## src/rtl/hold_run_sched.sv

```systemverilog
// Round-robin scheduler sharing one IDLE/RUN/LAST run engine among N_REQ requesters.
// Latches the winner and its run length, gates for that many cycles, then closes with a done/abort pulse.
module hold_run_sched #(
  parameter int N_REQ = 4,
  parameter int CNT_W = 4,
  parameter int ID_W  = 2
) (
  input  logic                     clk,
  input  logic                     rst_n,
  input  logic [N_REQ-1:0]         req,
  input  logic [N_REQ*CNT_W-1:0]   len_i,
  output logic [N_REQ-1:0]         gnt,
  output logic [ID_W-1:0]          gnt_id,
  output logic                     g,
  output logic                     f,
  output logic                     busy,
  output logic                     done,
  output logic                     abort
);

  generate
    if (N_REQ < 2 || N_REQ > 16 || (1 << ID_W) < N_REQ) begin : g_bad_params
      $error("hold_run_sched: N_REQ must be 2..16 and fit in ID_W bits");
    end
  endgenerate

  typedef enum logic [1:0] {
    IDLE = 2'd0,
    RUN  = 2'd1,
    LAST = 2'd2
  } state_t;

  state_t            state, state_nxt;
  logic [CNT_W-1:0]  cnt, cnt_nxt;
  logic [CNT_W-1:0]  len_q, len_nxt;
  logic [ID_W-1:0]   ptr, ptr_nxt;
  logic [ID_W-1:0]   id_nxt;
  logic [N_REQ-1:0]  gnt_nxt;
  logic              g_nxt, f_nxt, busy_nxt, done_nxt, abort_nxt;

  // Arbitration: lowest requester at or above ptr wins, else lowest overall (wrap).
  logic [N_REQ-1:0]  req_hi;
  logic [ID_W-1:0]   win_hi, win_lo, win;
  logic [CNT_W-1:0]  win_len;
  logic              req_cur;
  logic [ID_W-1:0]   ptr_inc;

  // NOTE: every combinational output gets a default before any branch, so no latch can be inferred.
  always_comb begin
    req_hi = '0;
    win_hi = '0;
    win_lo = '0;
    for (int k = 0; k < N_REQ; k++) begin
      req_hi[k] = req[k] && (k >= int'(ptr));
    end
    for (int k = N_REQ - 1; k >= 0; k--) begin
      if (req_hi[k]) win_hi = ID_W'(k);
      if (req[k])    win_lo = ID_W'(k);
    end
    win = (|req_hi) ? win_hi : win_lo;
  end

  always_comb begin
    win_len = '0;
    req_cur = 1'b0;
    for (int k = 0; k < N_REQ; k++) begin
      if (ID_W'(k) == win)    win_len = len_i[k*CNT_W +: CNT_W];
      if (ID_W'(k) == gnt_id) req_cur = req[k];
    end
  end

  assign ptr_inc = (gnt_id == ID_W'(N_REQ - 1)) ? '0 : gnt_id + ID_W'(1);

  always_comb begin
    state_nxt = state;
    cnt_nxt   = cnt;
    len_nxt   = len_q;
    ptr_nxt   = ptr;
    id_nxt    = gnt_id;
    gnt_nxt   = '0;
    g_nxt     = 1'b0;
    f_nxt     = f;
    busy_nxt  = 1'b0;
    done_nxt  = 1'b0;
    abort_nxt = 1'b0;

    case (state)
      IDLE: begin
        if (|req) begin
          state_nxt = RUN;
          gnt_nxt   = N_REQ'(1) << win;
          id_nxt    = win;
          g_nxt     = 1'b1;
          busy_nxt  = 1'b1;
          cnt_nxt   = '0;
          // A programmed length of zero still runs for one cycle.
          len_nxt   = (win_len == '0) ? CNT_W'(1) : win_len;
        end
      end

      RUN: begin
        // A dropped request ends the run here; abort wins over a coincident normal exit.
        if (!req_cur || cnt == len_q - CNT_W'(1)) begin
          state_nxt = LAST;
          busy_nxt  = 1'b1;
          done_nxt  = 1'b1;
          abort_nxt = !req_cur;
          f_nxt     = ~f;
          ptr_nxt   = ptr_inc;
        end else begin
          cnt_nxt   = cnt + CNT_W'(1);
          gnt_nxt   = gnt;
          g_nxt     = 1'b1;
          busy_nxt  = 1'b1;
        end
      end

      LAST: begin
        state_nxt = IDLE;
      end

      default: begin
        state_nxt = IDLE;
      end
    endcase
  end

  // NOTE: state registers use non-blocking assignments so every flop samples pre-edge values.
  always_ff @(posedge clk or negedge rst_n) begin
    if (!rst_n) begin
      state  <= IDLE;
      cnt    <= '0;
      len_q  <= '0;
      ptr    <= '0;
      gnt    <= '0;
      gnt_id <= '0;
      g      <= 1'b0;
      f      <= 1'b0;
      busy   <= 1'b0;
      done   <= 1'b0;
      abort  <= 1'b0;
    end else begin
      state  <= state_nxt;
      cnt    <= cnt_nxt;
      len_q  <= len_nxt;
      ptr    <= ptr_nxt;
      gnt    <= gnt_nxt;
      gnt_id <= id_nxt;
      g      <= g_nxt;
      f      <= f_nxt;
      busy   <= busy_nxt;
      done   <= done_nxt;
      abort  <= abort_nxt;
    end
  end

endmodule

```

## config.mk

```make
export PLATFORM = sky130hd
export DESIGN_NAME = hold_run_sched
export DESIGN_NICKNAME = d
export VERILOG_FILES = /design/src/rtl/hold_run_sched.sv
export SDC_FILE = /design/constraint.sdc
export NUM_CORES = 1
export LEC_CHECK = 0
export CORE_MARGIN = 2
export CORE_UTILIZATION = 45
export CTS_BUF_LIST = sky130_fd_sc_hd__clkbuf_4
export CTS_CLUSTER_SIZE = 40
export DETAILED_ROUTE_END_ITERATION = 10
export PLACE_DENSITY = 0.76
export REMOVE_ABC_BUFFERS = 1
export SLEW_MARGIN = 20
export SYNTH_ARGS = -nofsm -noshare
export SYNTH_HDL_FRONTEND = slang
export SYNTH_SLANG_ARGS = --single-unit
export TNS_END_PERCENT = 5
```

## constraint.sdc

```tcl
create_clock -name clk -period 1.8 [get_ports clk]
set_input_delay 0.54 -clock clk [delete_from_list [all_inputs] [get_ports clk]]
set_output_delay 0.54 -clock clk [all_outputs]
set_load 0.03 [all_outputs]
```

==> metrics <==
CP Max Fanout=6; Hold Path Sink=f; violated checks=DRC, setup timing; CTS clk-pin slew, worst paths=between 0.1 and 0.15 ns; FF-to-FF Start=ptr[1]; die width=58.7 um; Leak Pwr=between 0.9 and 1 nW; cts hold-fix bufs=0; largest net degree at the start of global routing=24; total grt overflow=0; Max Freq=roughly 500 MHz; EDFF count, synth=0; Clock Latency Late Sink=approximately 0.32 ns; initial antenna violation count=0; WP buf/inv=2; I/O pin cnt=33; port bufs=32; DRC viols=1; power per cell area=~1700 mW/mm2; routed vias=1,244; die height=58.7 um; flop2flop setup slack=-0.20 ns; # rows=19; top cell type's share of synthesized area=42.8%; fin nets=231; top cells by area, synth=dfrtp_1 (43%), ha_1 (5.6%), nand2_1 (4.7%); Tmin final=around 2 ns; FF+latch area=roughly 580 um2; register bit total from synthesis=23; sequential share of the synthesized area=between 40% and 50%; Post-Syn Instances=136; crit-path cells=clkdlybuf4s15_1, or2b_4, a21boi_4, or3_4, buf_6, o211ai_1, a222oi_1, o31a_1; Crit Path Class=input port to flop; Area growth syn-to-layout=49.8%; DP HPWL=~2400 um; Ys Warns=0; CP max-delay cell=or3_4; cell accounting for the most synthesized area=dfrtp_1; Worst EP arrival=2.21 ns; RePlAce Congestion=a little over 0.8; fillcell total=approximately 200; worst hold margin=between 0.4 and 0.5 ns; First-pass DRT Iterations=7; drt wl/cell=around 14 um; hold path cells=1; final worst slack=-0.195 ns; TritonCTS clock tree=built; Via density=5.34; period utilization=111%; RSZ-0062 raised after global routing=true; Critical Path RT=about 2 ns; VDD IR max=approximately 900 uV; clock sink total=23; drt total wl=between 3000 and 4000 um; Mapped Avg Cell Area=just under 10 um2; Critical Path Start Type=input port; mapped cell area=between 0.001 and 0.0015 mm2; Critical Path Max Stage Delay=0.37 ns; Core Area=0.00281 mm2; initial drt markers=29; layout cell share with drive strength beyond 1=between 30% and 40%; worst reg2reg endpoint=len_q[0]; Final ANT Viol Nets=0; slew margin rel.=54.0%; outcome=finished with violations; worst-margin pin slew=0.685 ns; Post-synth top flop=dfrtp_1; Post-Route Setup TNS=-1.10 ns; Worst Setup End Kind=flop; Cell variety after synth=43; total die area=around 0.0034 mm2; Num CTS Buffers=3; Clock Skew=between 0.003 and 0.004 ns; type of the worst min-delay path=flop to flop; Max Root-Sink Buffers=2; largest delay contributor family on the critical path=compound AO/OA/AOI/OAI gates; depth of the CTS H-tree=1; first-pass GRT wire length=roughly 5300 um; Final Hold Fails=0; setup violators final=16; Post-synth top cells=dfrtp_1 (23), nand2_1 (17), inv_1 (12); vias in the first global route=around 1,300; min-delay src=f; Reg2Reg Depth=7; max_cap viols=0; root buffer cell=clkbuf_4; Slew Viols, Final=0; area of the multi-input gates=about 760 um2; effective utilization at floorplan=48.0%; All-Layer GR Usage=20.3%; ant diodes=0; async set-reset flop share out of synthesis=100%; count leader, synth=dfrtp_1
per-stage QoR:
step           setup WS [ns]  utilization (%)  std cells  power (W)  cell area (um2)
5_1_grt               -0.244             71.9        233    0.00363             2020
4_1_cts               -0.245             69.8        231    0.00320             1960
6_report              -0.195             71.9        233    0.00337             2020
2_1_floorplan         -0.602                -        131    0.00207             1320
3_3_place_gp          -0.741             67.8        224    0.00289             1900
3_5_place_dp          -0.839             67.8        224    0.00297             1900
cell type report:
class / instances / area share [%]
clock buffers: 3 / 1.12
clock inverters: 1 / 0.248
inverters: 12 / 2.23
multi-input cells: 96 / 37.5
flip-flops and latches: 23 / 28.7
well taps: 31 / 1.92
repair buffers: 67 / 28.3
how the worst max path moves through the flow:
stage,startpoint,end,slack [ns],depth (start not counted)
3_3_place_gp,req[3],len_q[0],-0.74,7
5_1_grt,req[0],len_q[0],-0.24,8
6_report,req[0],len_q[0],-0.20,8
2_1_floorplan,gnt_id[1],cnt[3],-0.60,8
3_5_place_dp,req[2],len_q[0],-0.84,8
4_1_cts,req[0],len_q[0],-0.25,8
registers in the layout (all words and copies together), names as in the netlist:
signal  flops
gnt_id      2
g           1
done        1
ptr         2
len_q       4
busy        1
state       2
cnt         4
abort       1
gnt         4
f           1
logic make-up after synthesis:
logic type | share of synthesized area (%)
AO/OA/AOI/OAI | 19.5
XOR/XNOR | 4.55
adder cells (fa/ha/maj) | 5.58
buffers and inverters | 5.39
flip-flops | 42.8
multiplexers | 4.00
AND/OR/NAND/NOR | 18.2
timing repair:
action | CTS | global route
pin swaps | 6 | 6
endpoints found under the hold margin | 0 | 0
buffers inserted | 3 | 2
endpoints found under the setup margin | 33 | 23
resized for setup | 23 | 20
layer usage:
layer	global-route usage (%)	wire length, um	up-vias
met3	1.98	106	7
li1	-	-	616
met4	11.4	71	0
met1	22.8	1370	586
met2	37.4	1630	35
met5	0	0	-
power by group:
| part | internal (W) | switching, W |
|---|---|---|
| sequential | 0.000743 | 0.000170 |
| combinational | 0.00114 | 0.00108 |
| clock | 0.0000832 | 0.000160 |
cell usage in the layout (no fill, tap or decap), types with 2 or more instances in the layout:
| cell | synthesis | final |
|---|---|---|
| inv_1 | 12 | 12 |
| and2_1 | 2 | 2 |
| a21oi_1 | 4 | 3 |
| ha_1 | 6 | 4 |
| buf_4 | 0 | 31 |
| nand2_1 | 17 | 17 |
| dlygate4sd2_1 | 0 | 10 |
| mux2_2 | 3 | 3 |
| or2_2 | 3 | 2 |
| buf_6 | 1 | 4 |
| dfrtp_2 | 0 | 2 |
| ha_2 | 0 | 2 |
| clkbuf_4 | 0 | 3 |
| clkdlybuf4s15_1 | 0 | 2 |
| nor2b_1 | 2 | 2 |
| or2b_4 | 0 | 3 |
| clkbuf_2 | 0 | 3 |
| nor2_1 | 3 | 3 |
| clkdlybuf4s50_1 | 0 | 17 |
| a31o_2 | 3 | 2 |
| nor3_1 | 7 | 6 |
| dfrtp_1 | 23 | 21 |
| o31ai_1 | 5 | 5 |
| mux2i_1 | 2 | 2 |
| o21ai_0 | 3 | 3 |
| o211ai_1 | 3 | 3 |
| xnor2_1 | 6 | 6 |
(Power assumes the default switching activity.)
